==> config.mk <==
export PLATFORM = sky130hd
export DESIGN_NAME = pmt_pulse_conditioner
export DESIGN_NICKNAME = d
export VERILOG_FILES = /design/src/rtl/fluorescence_pkg.sv /design/src/rtl/pmt_sync.sv /design/src/rtl/pmt_pulse_conditioner.sv
export SDC_FILE = /design/constraint.sdc
export NUM_CORES = 1
export LEC_CHECK = 0
export ABC_AREA = 1
export CORE_MARGIN = 2
export CORE_UTILIZATION = 59
export CTS_BUF_LIST = sky130_fd_sc_hd__clkbuf_4 sky130_fd_sc_hd__clkbuf_8
export DETAILED_ROUTE_END_ITERATION = 10
export HOLD_SLACK_MARGIN = 0.05
export PLACE_DENSITY = 0.88
export SYNTH_ARGS = -nofsm -noshare
export SYNTH_HDL_FRONTEND = slang
export SYNTH_SLANG_ARGS = --single-unit
==> constraint.sdc <==
create_clock -name clock_50_mhz -period 3.85 [get_ports clock_50_mhz]
set_input_delay 1.155 -clock clock_50_mhz [delete_from_list [all_inputs] [get_ports clock_50_mhz]]
set_output_delay 1.155 -clock clock_50_mhz [all_outputs]
set_load 0.05 [all_outputs]
==> src/rtl/fluorescence_pkg.sv <==
// Shared state encoding and counter defaults for the PMT pulse conditioner.
package fluorescence_pkg;

  localparam logic [1:0] ST_IDLE    = 2'd0;
  localparam logic [1:0] ST_QUALIFY = 2'd1;
  localparam logic [1:0] ST_DEAD    = 2'd2;
  localparam logic [1:0] ST_HOLD    = 2'd3;

  typedef enum logic [1:0] {
    IDLE    = ST_IDLE,
    QUALIFY = ST_QUALIFY,
    DEAD    = ST_DEAD,
    HOLD    = ST_HOLD
  } pmt_state_e;

  localparam int                    CNT_W_DEF = 16;
  localparam logic [CNT_W_DEF-1:0]  CNT_MAX   = '1;

endpackage

==> src/rtl/pmt_sync.sv <==
// Multi-flop synchroniser for the asynchronous PMT discriminator output.
// Resets to 1 so a line already high at reset release is not seen as an edge.
module pmt_sync #(
  parameter int SYNC_STAGES = 2
) (
  input  logic clock_50_mhz,
  input  logic reset_n,
  input  logic d,
  output logic s
);

  logic [SYNC_STAGES-1:0] sync_q, sync_d;

  always_comb sync_d = {sync_q[SYNC_STAGES-2:0], d};

  always_ff @(posedge clock_50_mhz or negedge reset_n) begin
    if (!reset_n) sync_q <= '1;
    else          sync_q <= sync_d;
  end

  assign s = sync_q[SYNC_STAGES-1];

endmodule

==> src/rtl/pmt_pulse_conditioner.sv <==
// PMT front end: synchronise, reject short glitches, enforce dead time, tag phase.
// Define PMT_PILEUP_CNT_EN to build the pile-up diagnostic counter.
//
// state   | meaning
// IDLE    | waiting for a rising edge of the synchronised input
// QUALIFY | input high, counting towards the minimum width
// DEAD    | pulse accepted, dead-time counter running
// HOLD    | dead time over but input still high; wait for the fall
module pmt_pulse_conditioner
  import fluorescence_pkg::*;
#(
  parameter int SYNC_STAGES = 2,
  parameter int MIN_W_W     = 8,
  parameter int DEAD_W      = 16,
  parameter int CNT_W       = CNT_W_DEF
) (
  input  logic               clock_50_mhz,
  input  logic               reset_n,
  input  logic               pmt_in,
  input  logic               light_source_flag,
  input  logic [MIN_W_W-1:0] min_width,
  input  logic [DEAD_W-1:0]  dead_time,
  input  logic               clear_counts,
  output logic               pulse_valid,
  output logic               pulse_phase,
  output logic [CNT_W-1:0]   glitch_count,
  output logic [CNT_W-1:0]   pile_up_count
);

  localparam logic [CNT_W-1:0] CNT_SAT = {CNT_W{1'b1}};

  logic s;

  pmt_sync #(.SYNC_STAGES(SYNC_STAGES)) u_sync (
    .clock_50_mhz (clock_50_mhz),
    .reset_n      (reset_n),
    .d            (pmt_in),
    .s            (s)
  );

  pmt_state_e         state_q, state_d;
  logic               prev_q, prev_d;
  logic               phase_q, phase_d;
  logic [MIN_W_W-1:0] wmax_q, wmax_d;
  logic [MIN_W_W-1:0] wcnt_q, wcnt_d;
  logic [DEAD_W-1:0]  dcnt_q, dcnt_d;
  logic               pulse_valid_q, pulse_valid_d;
  logic               pulse_phase_q, pulse_phase_d;
  logic [CNT_W-1:0]   glitch_q, glitch_d;
  logic [MIN_W_W-1:0] wmax_at_e;
  logic               rise, accept, glitch;

  assign rise      = s & ~prev_q;
  assign wmax_at_e = (min_width == '0) ? MIN_W_W'(1) : min_width;

  always_comb begin
    state_d       = state_q;
    prev_d        = s;
    phase_d       = phase_q;
    wmax_d        = wmax_q;
    wcnt_d        = wcnt_q;
    dcnt_d        = dcnt_q;
    accept        = 1'b0;
    glitch        = 1'b0;
    pulse_phase_d = 1'b0;
    case (state_q)
      IDLE: begin
        if (rise) begin
          phase_d = light_source_flag;
          wmax_d  = wmax_at_e;
          wcnt_d  = MIN_W_W'(1);
          // A one-cycle minimum width is satisfied by the edge cycle itself.
          if (wmax_at_e == MIN_W_W'(1)) begin
            accept        = 1'b1;
            pulse_phase_d = light_source_flag;
          end else begin
            state_d = QUALIFY;
          end
        end
      end
      QUALIFY: begin
        if (!s) begin
          glitch  = 1'b1;
          state_d = IDLE;
        end else if ((wcnt_q + MIN_W_W'(1)) == wmax_q) begin
          accept        = 1'b1;
          pulse_phase_d = phase_q;
          wcnt_d        = wmax_q;
        end else begin
          wcnt_d = wcnt_q + MIN_W_W'(1);
        end
      end
      DEAD: begin
        if (dcnt_q == '0) state_d = s ? HOLD : IDLE;
        else              dcnt_d  = dcnt_q - DEAD_W'(1);
      end
      HOLD: begin
        if (!s) state_d = IDLE;
      end
      default: state_d = IDLE;
    endcase
    if (accept) begin
      dcnt_d  = dead_time;
      state_d = DEAD;
    end
    pulse_valid_d = accept;
  end

  always_comb begin
    glitch_d = glitch_q;
    if (clear_counts)                        glitch_d = '0;
    else if (glitch && (glitch_q != CNT_SAT)) glitch_d = glitch_q + CNT_W'(1);
  end

  always_ff @(posedge clock_50_mhz or negedge reset_n) begin
    if (!reset_n) begin
      state_q       <= IDLE;
      prev_q        <= 1'b1;
      phase_q       <= 1'b0;
      wmax_q        <= '0;
      wcnt_q        <= '0;
      dcnt_q        <= '0;
      pulse_valid_q <= 1'b0;
      pulse_phase_q <= 1'b0;
      glitch_q      <= '0;
    end else begin
      state_q       <= state_d;
      prev_q        <= prev_d;
      phase_q       <= phase_d;
      wmax_q        <= wmax_d;
      wcnt_q        <= wcnt_d;
      dcnt_q        <= dcnt_d;
      pulse_valid_q <= pulse_valid_d;
      pulse_phase_q <= pulse_phase_d;
      glitch_q      <= glitch_d;
    end
  end

  assign pulse_valid  = pulse_valid_q;
  assign pulse_phase  = pulse_phase_q;
  assign glitch_count = glitch_q;

`ifdef PMT_PILEUP_CNT_EN
  logic             pile_up;
  logic [CNT_W-1:0] pile_q, pile_d;

  assign pile_up = rise && ((state_q == DEAD) || (state_q == HOLD));

  always_comb begin
    pile_d = pile_q;
    if (clear_counts)                        pile_d = '0;
    else if (pile_up && (pile_q != CNT_SAT)) pile_d = pile_q + CNT_W'(1);
  end

  always_ff @(posedge clock_50_mhz or negedge reset_n) begin
    if (!reset_n) pile_q <= '0;
    else          pile_q <= pile_d;
  end

  assign pile_up_count = pile_q;
`else
  assign pile_up_count = '0;
`endif

endmodule

# == Word-level counts from Yosys, hierarchy flattened ==
# Cells that the tools add are included.
# totals
register_bits,56
in_bits,29
output_inout_bits,34
wordCells,69
# op_classes
addsub,3
eq_ne,13
mux,29
bitwise_logic,2
n_reduce_logical,12
# op_table
operator,n
$mux 16,5
$mux 8,4
$add 16x1->16 const B,1
$logic_not 16->1,1
$ne 16x16->1 const B,1
$pmux 8 s2,1
$sub 16x1->16 const B,1
$mux 2,6
$ne 3x3->1 const B,4
$mux 1,10
$add 8x1->8 const B,1
$eq 8x1->1 const B,1
$eq 8x8->1,1
$logic_not 8->1,1
$pmux 2 s3,1
$reduce_bool 2->1,3
$eq 2x2->1 const B,2
$ne 2x2->1 const B,2
$pmux 1 s2,2
$reduce_and 2->1,2
$reduce_and 4->1,1
$reduce_and 3->1,1
$eq 2x1->1 const B,1
$logic_not 2->1,1
other kinds (5),5

# == Depth between registers and ports, before layout ==
# depth
depth_word,8
mapped_depth,15
depth_no_buf,13

# == By module ==
# A second synthesis with hierarchy kept.
# unflattened
hier_cells,458
hier_area_um2,3539.6
# by_module_without_submodules
module,instances,cells_per_inst,area_each_um2,seq_area_each_um2
pmt_pulse_conditioner,1,456,3487.1,1352.5
pmt_sync,1,2,52.6,52.6

# == Least setup slack after synthesis ==
# OpenSTA, ideal clock, no wires.
# synth_timing
path_kind,input port to flip-flop
startpoint,input port min_width[1]
endpoint,register dcnt_q[0]
setup_ns,0.119
arrival_time_ns,2.194
t_required_ns,3.731
slack_ns,1.538
path_stages,7
n_path_buf,1
path_cell_list,nor2_1 > nand2_1 > nor4_1 > nand3_1 > nand2_4 > buf_12 > o21ai_2
# synth_via
elab_chain_len,8
elab_cells_between_ends,10
classes_between,eq/ne: 2; mux: 5; reduce/logical: 3
# synth_rtl
element,line,rtl
"start, declared",pmt_pulse_conditioner.sv:21,"input logic [MIN_W_W-1:0] min_width,"
$logic_not 8->1,pmt_pulse_conditioner.sv:54,assign wmax_at_e = (min_width == '0) ? MIN_W_W'(1) : min_width;
$mux 8 (*),pmt_pulse_conditioner.sv:54,
$eq 8x1->1 (*),pmt_pulse_conditioner.sv:73,if (wmax_at_e == MIN_W_W'(1)) begin
$mux 1 (*),pmt_pulse_conditioner.sv:73,
$mux 1 (*),pmt_pulse_conditioner.sv:68,if (rise) begin
$pmux 1 s2 (*),pmt_pulse_conditioner.sv:66,case (state_q)
via accept,pmt_pulse_conditioner.sv:51,"logic rise, accept, glitch;"
$ne 2x2->1 (no line) or $reduce_bool 2->1 (tied branches),-,
$reduce_and 2->1 (no line),-,
"end signal, assigned",pmt_pulse_conditioner.sv:132,dcnt_q <= dcnt_d;
"end, declared",pmt_pulse_conditioner.sv:46,"logic [DEAD_W-1:0] dcnt_q, dcnt_d;"
# Mark *: on every way through the listed nets, which the timed path passes. The rest lies on a longest branch.
# A chain may end at the register's enable or synchronous reset.

# == Worst setup path after layout ==
# layout_timing
startpoint,input port min_width[1]
endpoint,register dcnt_q[9]
# layout_via
elab_chain_len,8
elab_cells_between_ends,10
classes_between,eq/ne: 2; mux: 5; reduce/logical: 3
# layout_rtl
element,line
$logic_not 8->1,pmt_pulse_conditioner.sv:54
$mux 8 (*),pmt_pulse_conditioner.sv:54
$eq 8x1->1 (*),pmt_pulse_conditioner.sv:73
$mux 1 (*),pmt_pulse_conditioner.sv:73
$mux 1 (*),pmt_pulse_conditioner.sv:68
$pmux 1 s2 (*),pmt_pulse_conditioner.sv:66
$ne 2x2->1 (no line) or $reduce_bool 2->1 (tied branches),-
$reduce_and 2->1 (no line),-
# Mark *: on every way between the ends. The rest lies on a longest branch, timed or not.

==> impl_results.md <==
- Post-DP HPWL: roughly 5.7 mm
- Site Rows: 27
- Worst reg2reg path startpoint: wcnt_q[0]$_DFFE_PN0P_
- Synthesized area: 0.00348 mm2
- Setup tns final: 0 ps
- Total GRT Usage: between 20% and 30%
- Clk slew on worst S/H paths: around 100 ps
- Starting Density: between 60% and 70%
- R2r worst-path depth: 11
- Crit start category: primary input
- Cts repair resizes: 0
- Worst skew pair latency: roughly 310 ps
- First-pass GRT wire length: 13.1 mm
- Vias per cell: between 5 and 6
- Crit path from: min_width[1]
- Port Buf Inserts: 46
- Worst-Margin Slew: 597 ps
- Commonest non-fill, non-tap cell in the layout: nand2_1
- Register area share after synthesis: between 40% and 50%
- Mapped Avg Cell Area: about 7.8 um2
- Critical Path Fanout Max: 11
- Synthesis warning total: 0
- Vias in the first global route: between 2,000 and 3,000
- CTS Buf Count: 5
- Setup slack, reg-to-reg: 1450 ps
- RSZ-0062 raised after global routing: false
- Final Hold Fails: 0
- Commonest non-fill, non-tap cells in the layout: nand2_1 (100), dfrtp_1 (53), inv_1 (48), clkdlybuf4s50_1 (45), nor2_1 (39)
- Power Dens Cells: around 510 mW/mm2
- Area grow syn2layout: 16.0%
- Starting DRC count in detailed routing: approximately 170
- Critical path class: in2reg
- Wl on met1: roughly 3.3 mm
- RePlAce Congestion: 0.882
- Antenna-violating nets left: 0
- WP data required: about 4100 ps
- Met2 Routed Length: ~3.9 mm
- Worst Path Arrival: 3290 ps
- CTS Hold Buffers Added: 0
- Layout cell share with drive strength beyond 1: roughly 11%
- FF+latch count, synth: 56
- Hold Crit Depth: 0
- Nets: ~530
- Ports: 63
- Router iterations before antenna repair: 5
- Worst vdd ir: slightly below 0.0003 V
- Critical Path End Type: flop
- CTS H-tree lvls: 2
- Initial antenna violation count: 0
- Clk root buf: clkbuf_8
- # setup viols final: 0
- Final Max Tran Viols: 0
- DRC violations left: 0
- Post-detailed-routing wire length: about 7.8 mm
- Leakage Power: ~1.8 nW
- Slew HR: around three fifths
- Pin count of the biggest net entering global routing: 25
- Wirelength per Cell: 13.6 um
- Status: completed
- Cells after synthesis: between 400 and 500
- Hold worst-path end: u_sync.sync_q[1]$_DFF_PN1_
- Max_cap viols: 0
- Clk_skew: roughly 7.1 ps
- Max frequency: 329 MHz
- GRT Residual Overflow: 0
- CTS max path bufs: 2
- DIE HEIGHT: between 80 and 90 um
- Clock sinks: 56
- Min-Delay Path Class: reg2reg
- Top layer in use: met4
- Die area: between 0.006 and 0.007 mm2
- Critical hold path startpoint: u_sync.sync_q[0]$_DFF_PN1_
- Period minus WS final: roughly 3000 ps
- Final worst-path cycle share: approximately four fifths
- Via count: between 3,000 and 4,000
- Crit Reg-Reg Endpoint: dcnt_q[12]$_DFFE_PN0P_
- Die X: between 80 and 90 um
- # diodes: 0
- Core area: between 0.005 and 0.006 mm2
- CTS tree: built
- Yosys cell types: 38
- Placement Setup Slack: 556 ps
- Post-CTS setup buffer count: 0
- Metal3 WL: ~450 um
- Fin worst setup slack: 815 ps
[how the worst max path moves through the flow]
stage / endpoint / slack, ps
global route: dcnt_q[14]$_DFFE_PN0P_ / 600
finish: dcnt_q[9]$_DFFE_PN0P_ / 810
global placement: dcnt_q[9]$_DFFE_PN0P_ / 700
CTS: dcnt_q[9]$_DFFE_PN0P_ / 850
detailed placement: dcnt_q[9]$_DFFE_PN0P_ / 560
floorplan: dcnt_q[0]$_DFFE_PN0P_ / 1540
[where the power goes]
| group | switching [mW] | internal [mW] | total, mW |
|---|---|---|---|
| combinational | 0.482 | 0.273 | 0.755 |
| sequential | 0.162 | 0.748 | 0.910 |
| clock | 0.191 | 0.201 | 0.392 |
| total | 0.835 | 1.22 | 2.06 |
[critical path, cell delays in order]
cell,delay (ps)
clkdlybuf4s50_1,430
nor2_1,170
nand2_1,90
nor4_1,460
nand2_1,420
nand2_1,340
a21boi_0,130
nand2_1,80
[cell families after synthesis]
logic type | count (synthesis) | share of synthesized area, %
AND/OR/NAND/NOR | 241 | 34.7
other | 1 | 0.108
flip-flops | 56 | 40.4
buffers and inverters | 73 | 10.5
XOR/XNOR | 17 | 4.28
AO/OA/AOI/OAI | 57 | 8.92
adder cells (fa/ha/maj) | 3 | 1.08
[per-layer routing]
layer | GRT usage, % | vias to the layer above
met5 | 0 | -
met4 | 9.32 | 0
met3 | 5.22 | 16
met2 | 43.5 | 118
met1 | 32.3 | 1505
li1 | - | 1533
[state kept, by name (all words and copies together), names as in the netlist]
name           flops
prev_q             1
pulse_phase        1
wmax_q             8
u_sync.sync_q      2
wcnt_q             8
phase_q            1
pulse_valid        1
glitch_count      16
dcnt_q            16
state_q            2
[metrics by stage]
step | area, um2 | hold WS, ps | util [%] | instances | total power [mW]
3_5_place_dp | 3920 | 356 | 69.9 | 561 | 1.65
3_3_place_gp | 3920 | 349 | 69.9 | 561 | 1.61
5_1_grt | 4030 | 376 | 71.9 | 569 | 2.19
2_1_floorplan | 3530 | 345 | - | 463 | 1.47
4_1_cts | 4030 | 370 | 71.9 | 569 | 2.06
6_report | 4030 | 369 | 71.9 | 569 | 2.06
[cell type report]
type / instances / area [um2]
clock buffer: 6 / 76.3
tap: 72 / 90.1
inverter: 50 / 188
sequential: 56 / 1410
timing repair buffer: 49 / 478
fill: 448 / 1570
multi-input combinational: 334 / 1760
clock inverter: 2 / 35.0
[Yosys cell counts (all sizes together)]
cell type,number,area [um2]
o31ai,1,7.51
nor3,7,35.0
a21oi,17,85.1
ha,3,37.5
nand4,19,119
o22ai,2,12.5
dfrtp,53,1330
a221oi,1,8.76
inv,50,188
and2,1,8.76
or2,1,6.26
clkbuf,2,7.51
conb,1,3.75
xor2,13,114
dfstp,3,78.8
nand2,114,473
a41oi,1,8.76
buf,21,171
o21ai,33,173
and3,1,6.26
a21boi,2,15.0
nor4,5,31.3
nor2,48,218
xnor2,4,35.0
nand3b,2,27.5
nand3,43,280
Note: power is estimated with default switching activity, not from simulation.
